## src/rtl/video_pkg.sv

```systemverilog
// Shared constants for the video test-pattern source: 1280x720 timing, pattern
// select encoding and the 24-bit colours used by the bars, solid and checker fills.
package video_pkg;

  localparam int VP_H_ACTIVE = 1280;
  localparam int VP_H_FP     = 110;
  localparam int VP_H_SYNC   = 40;
  localparam int VP_H_BP     = 220;
  localparam int VP_V_ACTIVE = 720;
  localparam int VP_V_FP     = 5;
  localparam int VP_V_SYNC   = 5;
  localparam int VP_V_BP     = 20;

  typedef enum logic [1:0] {
    PAT_BARS     = 2'd0,
    PAT_GRADIENT = 2'd1,
    PAT_SOLID    = 2'd2,
    PAT_CHECKER  = 2'd3
  } pattern_e;

  localparam logic [23:0] COL_WHITE   = 24'hFFFFFF;
  localparam logic [23:0] COL_YELLOW  = 24'hFFFF00;
  localparam logic [23:0] COL_CYAN    = 24'h00FFFF;
  localparam logic [23:0] COL_GREEN   = 24'h00FF00;
  localparam logic [23:0] COL_MAGENTA = 24'hFF00FF;
  localparam logic [23:0] COL_RED     = 24'hFF0000;
  localparam logic [23:0] COL_BLUE    = 24'h0000FF;
  localparam logic [23:0] COL_BLACK   = 24'h000000;
  localparam logic [23:0] COL_SOLID   = 24'hE0A080;

  function automatic logic [23:0] bar_colour(input logic [2:0] idx);
    logic [23:0] rgb;
    case (idx)
      3'd0:    rgb = COL_WHITE;
      3'd1:    rgb = COL_YELLOW;
      3'd2:    rgb = COL_CYAN;
      3'd3:    rgb = COL_GREEN;
      3'd4:    rgb = COL_MAGENTA;
      3'd5:    rgb = COL_RED;
      3'd6:    rgb = COL_BLUE;
      default: rgb = COL_BLACK;
    endcase
    return rgb;
  endfunction

endpackage

```

## src/rtl/video_stream_gen_if.sv

```systemverilog
// Video stream bundle: active flag, syncs, {R,G,B} pixel and frame-start marker.
// The source drives it through the master modport, a consumer samples it through slave.
interface video_stream_gen_if;
  logic        de_out;
  logic        hsync_out;
  logic        vsync_out;
  logic [23:0] pixel_out;
  logic        frame_start;

  modport master (
    output de_out, hsync_out, vsync_out, pixel_out, frame_start
  );

  modport slave (
    input de_out, hsync_out, vsync_out, pixel_out, frame_start
  );
endinterface

```

## src/rtl/video_pattern_lut.sv

```systemverilog
// Combinational pattern fill: maps (pattern, x, y bit 4, bar index) to a 24-bit RGB value.
module video_pattern_lut
  import video_pkg::*;
(
  input  pattern_e    i_pattern,
  input  logic [7:0]  i_x,
  input  logic        i_y_b4,
  input  logic [2:0]  i_bar_idx,
  output logic [23:0] o_rgb
);

  logic [23:0] w_gradient;

  for (genvar gi = 0; gi < 3; gi++) begin : g_grad
    assign w_gradient[gi*8 +: 8] = i_x;
  end

  always_comb begin
    o_rgb = COL_BLACK;
    case (i_pattern)
      PAT_BARS:     o_rgb = bar_colour(i_bar_idx);
      PAT_GRADIENT: o_rgb = w_gradient;
      PAT_SOLID:    o_rgb = COL_SOLID;
      PAT_CHECKER:  o_rgb = (i_x[4] ^ i_y_b4) ? COL_WHITE : COL_BLACK;
      default:      o_rgb = COL_BLACK;
    endcase
  end

endmodule

```

## src/rtl/video_stream_gen.sv

```systemverilog
// Raster timing generator with test-pattern fill, driving the de/hsync/vsync/RGB stream.
// Define VSG_SCROLL_EN to scroll the gradient and checker patterns by one pixel per frame.
module video_stream_gen
  import video_pkg::*;
#(
  parameter int H_ACTIVE = VP_H_ACTIVE,
  parameter int H_FP     = VP_H_FP,
  parameter int H_SYNC   = VP_H_SYNC,
  parameter int H_BP     = VP_H_BP,
  parameter int V_ACTIVE = VP_V_ACTIVE,
  parameter int V_FP     = VP_V_FP,
  parameter int V_SYNC   = VP_V_SYNC,
  parameter int V_BP     = VP_V_BP,
  parameter bit SYNC_POL = 1'b1
) (
  input  logic               clk,
  input  logic               rst,
  input  logic               en,
  input  logic [1:0]         pattern_sel,
  video_stream_gen_if.master vid
);

  localparam int H_TOTAL = H_ACTIVE + H_FP + H_SYNC + H_BP;
  localparam int V_TOTAL = V_ACTIVE + V_FP + V_SYNC + V_BP;
  // Counters are at least 8 / 5 bits wide so the pattern can always tap x[7:0] and y[4].
  localparam int H_W   = ($clog2(H_TOTAL + 1) > 8) ? $clog2(H_TOTAL + 1) : 8;
  localparam int V_W   = ($clog2(V_TOTAL + 1) > 5) ? $clog2(V_TOTAL + 1) : 5;
  localparam int BAR_W = H_ACTIVE / 8;
  localparam int B_W   = (BAR_W > 1) ? $clog2(BAR_W) : 1;

  localparam logic [H_W-1:0] H_LAST    = H_W'(H_TOTAL - 1);
  localparam logic [H_W-1:0] H_ACT_END = H_W'(H_ACTIVE);
  localparam logic [H_W-1:0] HS_BEGIN  = H_W'(H_ACTIVE + H_FP);
  localparam logic [H_W-1:0] HS_END    = H_W'(H_ACTIVE + H_FP + H_SYNC);
  localparam logic [V_W-1:0] V_LAST    = V_W'(V_TOTAL - 1);
  localparam logic [V_W-1:0] V_ACT_END = V_W'(V_ACTIVE);
  localparam logic [V_W-1:0] VS_BEGIN  = V_W'(V_ACTIVE + V_FP);
  localparam logic [V_W-1:0] VS_END    = V_W'(V_ACTIVE + V_FP + V_SYNC);
  localparam logic [B_W-1:0] BAR_RELOAD = B_W'(BAR_W - 1);

  logic [H_W-1:0] r_h_cnt;
  logic [V_W-1:0] r_v_cnt;
  logic [B_W-1:0] r_bar_cnt;
  logic [2:0]     r_bar_idx;
  pattern_e       r_pattern;
  logic           r_de;
  logic           r_hsync;
  logic           r_vsync;
  logic [23:0]    r_pixel;
  logic           r_frame_start;

  logic           w_h_wrap;
  logic           w_v_wrap;
  logic           w_origin;
  logic           w_de;
  logic           w_hsync;
  logic           w_vsync;
  pattern_e       w_pattern;
  logic [7:0]     w_x;
  logic [23:0]    w_rgb;

  assign w_h_wrap = (r_h_cnt == H_LAST);
  assign w_v_wrap = (r_v_cnt == V_LAST);
  assign w_origin = (r_h_cnt == '0) && (r_v_cnt == '0);
  assign w_de     = (r_h_cnt < H_ACT_END) && (r_v_cnt < V_ACT_END);
  assign w_hsync  = (r_h_cnt >= HS_BEGIN) && (r_h_cnt < HS_END);
  assign w_vsync  = (r_v_cnt >= VS_BEGIN) && (r_v_cnt < VS_END);

  // Pixel (0,0) already uses the newly sampled select so a whole frame shares one pattern.
  assign w_pattern = w_origin ? pattern_e'(pattern_sel) : r_pattern;

`ifdef VSG_SCROLL_EN
  logic [7:0] r_frame_cnt;

  always_ff @(posedge clk) begin
    if (rst) begin
      r_frame_cnt <= '0;
    end else if (en && w_h_wrap && w_v_wrap) begin
      r_frame_cnt <= r_frame_cnt + 8'd1;
    end
  end

  assign w_x = r_h_cnt[7:0] + r_frame_cnt;
`else
  assign w_x = r_h_cnt[7:0];
`endif

  video_pattern_lut u_lut (
    .i_pattern (w_pattern),
    .i_x       (w_x),
    .i_y_b4    (r_v_cnt[4]),
    .i_bar_idx (r_bar_idx),
    .o_rgb     (w_rgb)
  );

  always_ff @(posedge clk) begin
    if (rst) begin
      r_h_cnt       <= '0;
      r_v_cnt       <= '0;
      r_bar_cnt     <= BAR_RELOAD;
      r_bar_idx     <= '0;
      r_pattern     <= PAT_BARS;
      r_de          <= 1'b0;
      r_hsync       <= ~SYNC_POL;
      r_vsync       <= ~SYNC_POL;
      r_pixel       <= '0;
      r_frame_start <= 1'b0;
    end else if (en) begin
      r_h_cnt <= w_h_wrap ? '0 : r_h_cnt + 1'b1;
      if (w_h_wrap) begin
        r_v_cnt <= w_v_wrap ? '0 : r_v_cnt + 1'b1;
      end
      // Bar index tracks h_cnt by counting down each bar width instead of dividing.
      if (w_h_wrap) begin
        r_bar_cnt <= BAR_RELOAD;
        r_bar_idx <= '0;
      end else if (r_bar_cnt == '0) begin
        r_bar_cnt <= BAR_RELOAD;
        r_bar_idx <= r_bar_idx + 3'd1;
      end else begin
        r_bar_cnt <= r_bar_cnt - 1'b1;
      end
      if (w_origin) begin
        r_pattern <= pattern_e'(pattern_sel);
      end
      r_de          <= w_de;
      r_hsync       <= w_hsync ? SYNC_POL : ~SYNC_POL;
      r_vsync       <= w_vsync ? SYNC_POL : ~SYNC_POL;
      r_pixel       <= w_de ? w_rgb : '0;
      r_frame_start <= w_origin;
    end
  end

  assign vid.de_out      = r_de;
  assign vid.hsync_out   = r_hsync;
  assign vid.vsync_out   = r_vsync;
  assign vid.pixel_out   = r_pixel;
  assign vid.frame_start = r_frame_start;

endmodule

```

## src/flat_wrapper.sv

```systemverilog
// flat-port wrapper written by rule: the top's interface ports become plain ports
module video_stream_gen_flat import video_pkg::*;
#(
  parameter int H_ACTIVE = VP_H_ACTIVE,
  parameter int H_FP     = VP_H_FP,
  parameter int H_SYNC   = VP_H_SYNC,
  parameter int H_BP     = VP_H_BP,
  parameter int V_ACTIVE = VP_V_ACTIVE,
  parameter int V_FP     = VP_V_FP,
  parameter int V_SYNC   = VP_V_SYNC,
  parameter int V_BP     = VP_V_BP,
  parameter bit SYNC_POL = 1'b1
)
  (clk, rst, en, pattern_sel, vid_de_out, vid_hsync_out, vid_vsync_out, vid_pixel_out, vid_frame_start);
  video_stream_gen_if vid_i ();
  input  logic clk;
  input  logic rst;
  input  logic en;
  input  logic [1:0] pattern_sel;
  output wire logic [$bits(vid_i.de_out)-1:0] vid_de_out;
  output wire logic [$bits(vid_i.hsync_out)-1:0] vid_hsync_out;
  output wire logic [$bits(vid_i.vsync_out)-1:0] vid_vsync_out;
  output wire logic [$bits(vid_i.pixel_out)-1:0] vid_pixel_out;
  output wire logic [$bits(vid_i.frame_start)-1:0] vid_frame_start;
  assign vid_de_out = vid_i.de_out;
  assign vid_hsync_out = vid_i.hsync_out;
  assign vid_vsync_out = vid_i.vsync_out;
  assign vid_pixel_out = vid_i.pixel_out;
  assign vid_frame_start = vid_i.frame_start;
  video_stream_gen #(.H_ACTIVE(H_ACTIVE), .H_FP(H_FP), .H_SYNC(H_SYNC), .H_BP(H_BP), .V_ACTIVE(V_ACTIVE), .V_FP(V_FP), .V_SYNC(V_SYNC), .V_BP(V_BP), .SYNC_POL(SYNC_POL)) u_core (.clk(clk), .rst(rst), .en(en), .pattern_sel(pattern_sel), .vid(vid_i));
endmodule
```

## config.mk

```make
export PLATFORM = sky130hd
export DESIGN_NAME = video_stream_gen_flat
export DESIGN_NICKNAME = d
export VERILOG_FILES = /design/src/rtl/video_pkg.sv /design/src/rtl/video_stream_gen_if.sv /design/src/rtl/video_pattern_lut.sv /design/src/rtl/video_stream_gen.sv /design/src/flat_wrapper.sv
export SDC_FILE = /design/constraint.sdc
export NUM_CORES = 1
export LEC_CHECK = 0
export BUFFER_PORTS_ARGS = -buffer_cell sky130_fd_sc_hd__buf_2
export CAP_MARGIN = 5
export CORE_MARGIN = 2
export CORE_UTILIZATION = 58
export DETAILED_ROUTE_END_ITERATION = 16
export GPL_ROUTABILITY_DRIVEN = 0
export PLACE_DENSITY_LB_ADDON = 0.12
export SYNTH_ARGS = -nofsm -noshare
export SYNTH_HDL_FRONTEND = slang
export SYNTH_SLANG_ARGS = --single-unit
```

## constraint.sdc

```tcl
create_clock -name clk -period 2.7 [get_ports clk]
set_input_delay 0.135 -clock clk [delete_from_list [all_inputs] [get_ports clk]]
set_output_delay 0.135 -clock clk [all_outputs]
set_load 0.01 [all_outputs]
```

==> flow_summary.ini <==
[status]
outcome = completed

[worst_setup_path]
timing_worst_setup_path_type = register to register
timing.reg2reg.setup_slack_ns = 0.42
critical_path_data_required_time_ns = 3.00
crit_family = simple AND/OR/NAND/NOR gates
critical-path-slowest-cell = or4_4
logic_depth_of_the_worst_setup_path_including_buffers = 5
worst-endpoint-arrival_ns = 2.57
cp-start-kind = register
cp_max_fo = 8
crit_path_max_incr_delay_ns = 0.60
cp.buffers_inverters = 0
crit_path_end_kind = register
crit_chain = or4_4 -> nor3_4 -> mux2_2 -> a21oi_2 -> a22o_1
reg2regPathDepth = 5

[finish]
fillers = 394
final_cell_count_no_fill = 430
share_of_final_layout_standard_cells_stronger_than_drive_strength_1 = 0.185
num-nets-final = 377
flow.area_growth_from_synthesis_pct = 17.1
most-common-layout-cells = 62 x dfxtp_1, 44 x nor2_1, 32 x nand2_1, 32 x buf_2, 24 x a22o_1
stdcell_area_mm2 = 0.00337
final_common_cell = dfxtp_1
antenna-diode-count = 0

[flow_run]
max_cap_viol_count = 0

[min_path]
hold_path_depth = 3
timing.hold.worst.class = input pin to register

[place]
place_area_mm2 = 0.00310
place.detailed.hpwl_mm = 4.47
place_ws_ns = 0.421
portBuffers = 32
dp_cells = 414

[floorplan]
dieWidth_um = 74.5
die_area_mm2 = 0.00555
ioPinCount = 33
core_mm2 = 0.00475
start_util = 0.606
row_count = 25
vert_die_dim_um = 74.5

[clock_network]
cts.sink_count = 62
cts-root-to-sink-buffers = 2
cts_post_setup_buffers_inserted = 0
clk_pin_slew_ns = 0.08
cts-htree-levels = 3
postCtsHoldBufs = 0
clock_insertion_delay_worst_skew_ns = 0.35
cts_inserted_buffers = 9
root_buffer = clkbuf_8
post_cts.resized_instances = 0
cts_tree = done

[logic_synthesis]
syn-mean-instance-area_um2 = 9.00
synth_largest_type_area_fraction = 0.431
synth_seq_area_share = 0.431
yosys_register_bits = 62
number_of_flops_mapped_to_enable_cells_by_yosys = 0
synth.cell_area_mm2 = 0.00288
synth_ff_type = dfxtp_1
synth_fp_nets = 339
yosysTopAreaCell = dfxtp_1
ys_warn_count = 0
synth-async-reset-ratio = 0
yosys.cell_types.count = 43
biggest_area_contributors_in_the_synthesized_netlist = dfxtp_1 43%, a22o_1 7.3%, ha_1 6.1%
post_synth_inst_count = 320

[routing]
drt-wirelength-per-cell_um = 14.2
detail_route.iter0.violations = 126
via_per_inst = 5.48
detailedRoute.firstPassIterationCount = 7
final_antenna_net_count = 0
drt-total-wl_mm = 6.09
vias = 2356
remaining_drc_errors = 0

[sta]
max_freq_mhz = 439
timing.final.crit_period_ns = 2.28
worst_slew_margin_rel = 0.506
max_slew.worst_pin.slew_ns = 0.734
layout_worst_path_cycle_share = 0.844
tns_ns = 0
grt_setup_unrepaired = false
final.setup_skew_ns = 0.0112
slew_limit_fails = 0
number_of_hold_slack_violations_in_the_final_timing_report = 0
timing.final.ws_setup_ns = 0.422
finalSetupViolations = 0

[grt]
grt_pass1_wl_mm = 10.0
globalRouteMet2Util = 0.344
grt_overflow_total = 0
maximum_number_of_pins_on_one_net_before_global_route_repair = 25
grt-busiest-layer = met2
grt_antenna_before_repair = 0
grt_pass1_vias = 2106
grt.total_usage = 0.240
global_route.usage.met3 = 0.0528
global_route.usage.met1 = 0.336

[power_and_ir_drop]
power_w = 0.00230
ir_drop_uv = 422
power_per_cell_area_mw_per_mm2 = 682
power.static_leakage_nw = 1.44
## synth_stat cells (2+ instances only)
| cell | n |
|---|---|
| a22o_1 | 24 |
| nand4_1 | 6 |
| a21o_1 | 4 |
| buf_6 | 2 |
| nor2_2 | 2 |
| clkbuf_1 | 4 |
| nor3_1 | 10 |
| inv_1 | 12 |
| xor2_1 | 10 |
| dfxtp_1 | 62 |
| nand4b_1 | 2 |
| nor4_1 | 5 |
| nand2b_1 | 3 |
| a21o_2 | 2 |
| a22oi_1 | 2 |
| ha_1 | 14 |
| xnor2_1 | 11 |
| or3_1 | 4 |
| nor2_1 | 44 |
| mux2_2 | 3 |
| o21ai_0 | 11 |
| buf_2 | 3 |
| nor2b_1 | 3 |
| mux2i_1 | 4 |
| nand2_1 | 32 |
| nor3_2 | 2 |
| a21oi_1 | 13 |
| and3_1 | 2 |
| nand3_1 | 10 |
## kinds of logic after synthesis
group,synth area share
AOI/OAI and AO/OA,0.148
xor gates and xnor gates,0.0638
adders and majority gates,0.0608
buffers and inverters,0.0339
DFF,0.431
muxes,0.0256
and+or+nand+nor,0.238
## flip-flops by register name, summed over array words and instances, names as in the netlist
signal,cells
u_core.r_h_cnt,11
u_core.vid.pixel_out,24
u_core.vid.frame_start,1
u_core.r_bar_cnt,8
u_core.vid.de_out,1
u_core.r_pattern,2
u_core.r_v_cnt,10
u_core.vid.vsync_out,1
u_core.r_bar_idx,3
u_core.vid.hsync_out,1
## through the flow
step	hold WS [ns]	utilization
2_1_floorplan	0.279	-
3_3_place_gp	0.445	0.653
3_5_place_dp	0.455	0.653
4_1_cts	0.0958	0.709
5_1_grt	0.129	0.709
6_report	0.120	0.709
## area by class of cell
cell class | instances | area (um^2) | area share
multi-input cells | 237 | 1540 | 0.457
repair buffers | 36 | 190 | 0.0564
clock buffers | 9 | 124 | 0.0367
clock inverters | 7 | 146 | 0.0434
flip-flops and latches | 62 | 1240 | 0.368
well taps | 67 | 83.8 | 0.0249
inverters | 12 | 45.0 | 0.0134
## power by group
part,switching (W),internal (W)
combinational,0.000127,0.0000990
sequential,0.0000324,0.000961
clock,0.000371,0.000711
total,0.000531,0.00177
## routing by layer
metal  vias up  routed length (um)
met5         -                   0
met3        12                 290
met1      1095                2970
met4         0                 145
met2        54                2690
li1       1195                   -
## worst register-to-register path, delay by kind of cell (launching register included)
family | cells | cell delay [ns]
and+or+nand+nor | 2 | 0.90
AOI/OAI and AO/OA | 2 | 0.55
muxes | 1 | 0.41
DFF | 1 | 0.39
## worst paths after layout
| check | startpoint | endpoint |
|---|---|---|
| min reg2reg | u_core.vid.frame_start | u_core.vid.frame_start |
| min | pattern_sel[0] | u_core.r_pattern[0] |
| max reg2reg | u_core.r_h_cnt[3] | u_core.vid.pixel_out[2] |
| max | u_core.r_h_cnt[3] | u_core.vid.pixel_out[2] |
No activity file was read; power rests on OpenSTA's default activity.
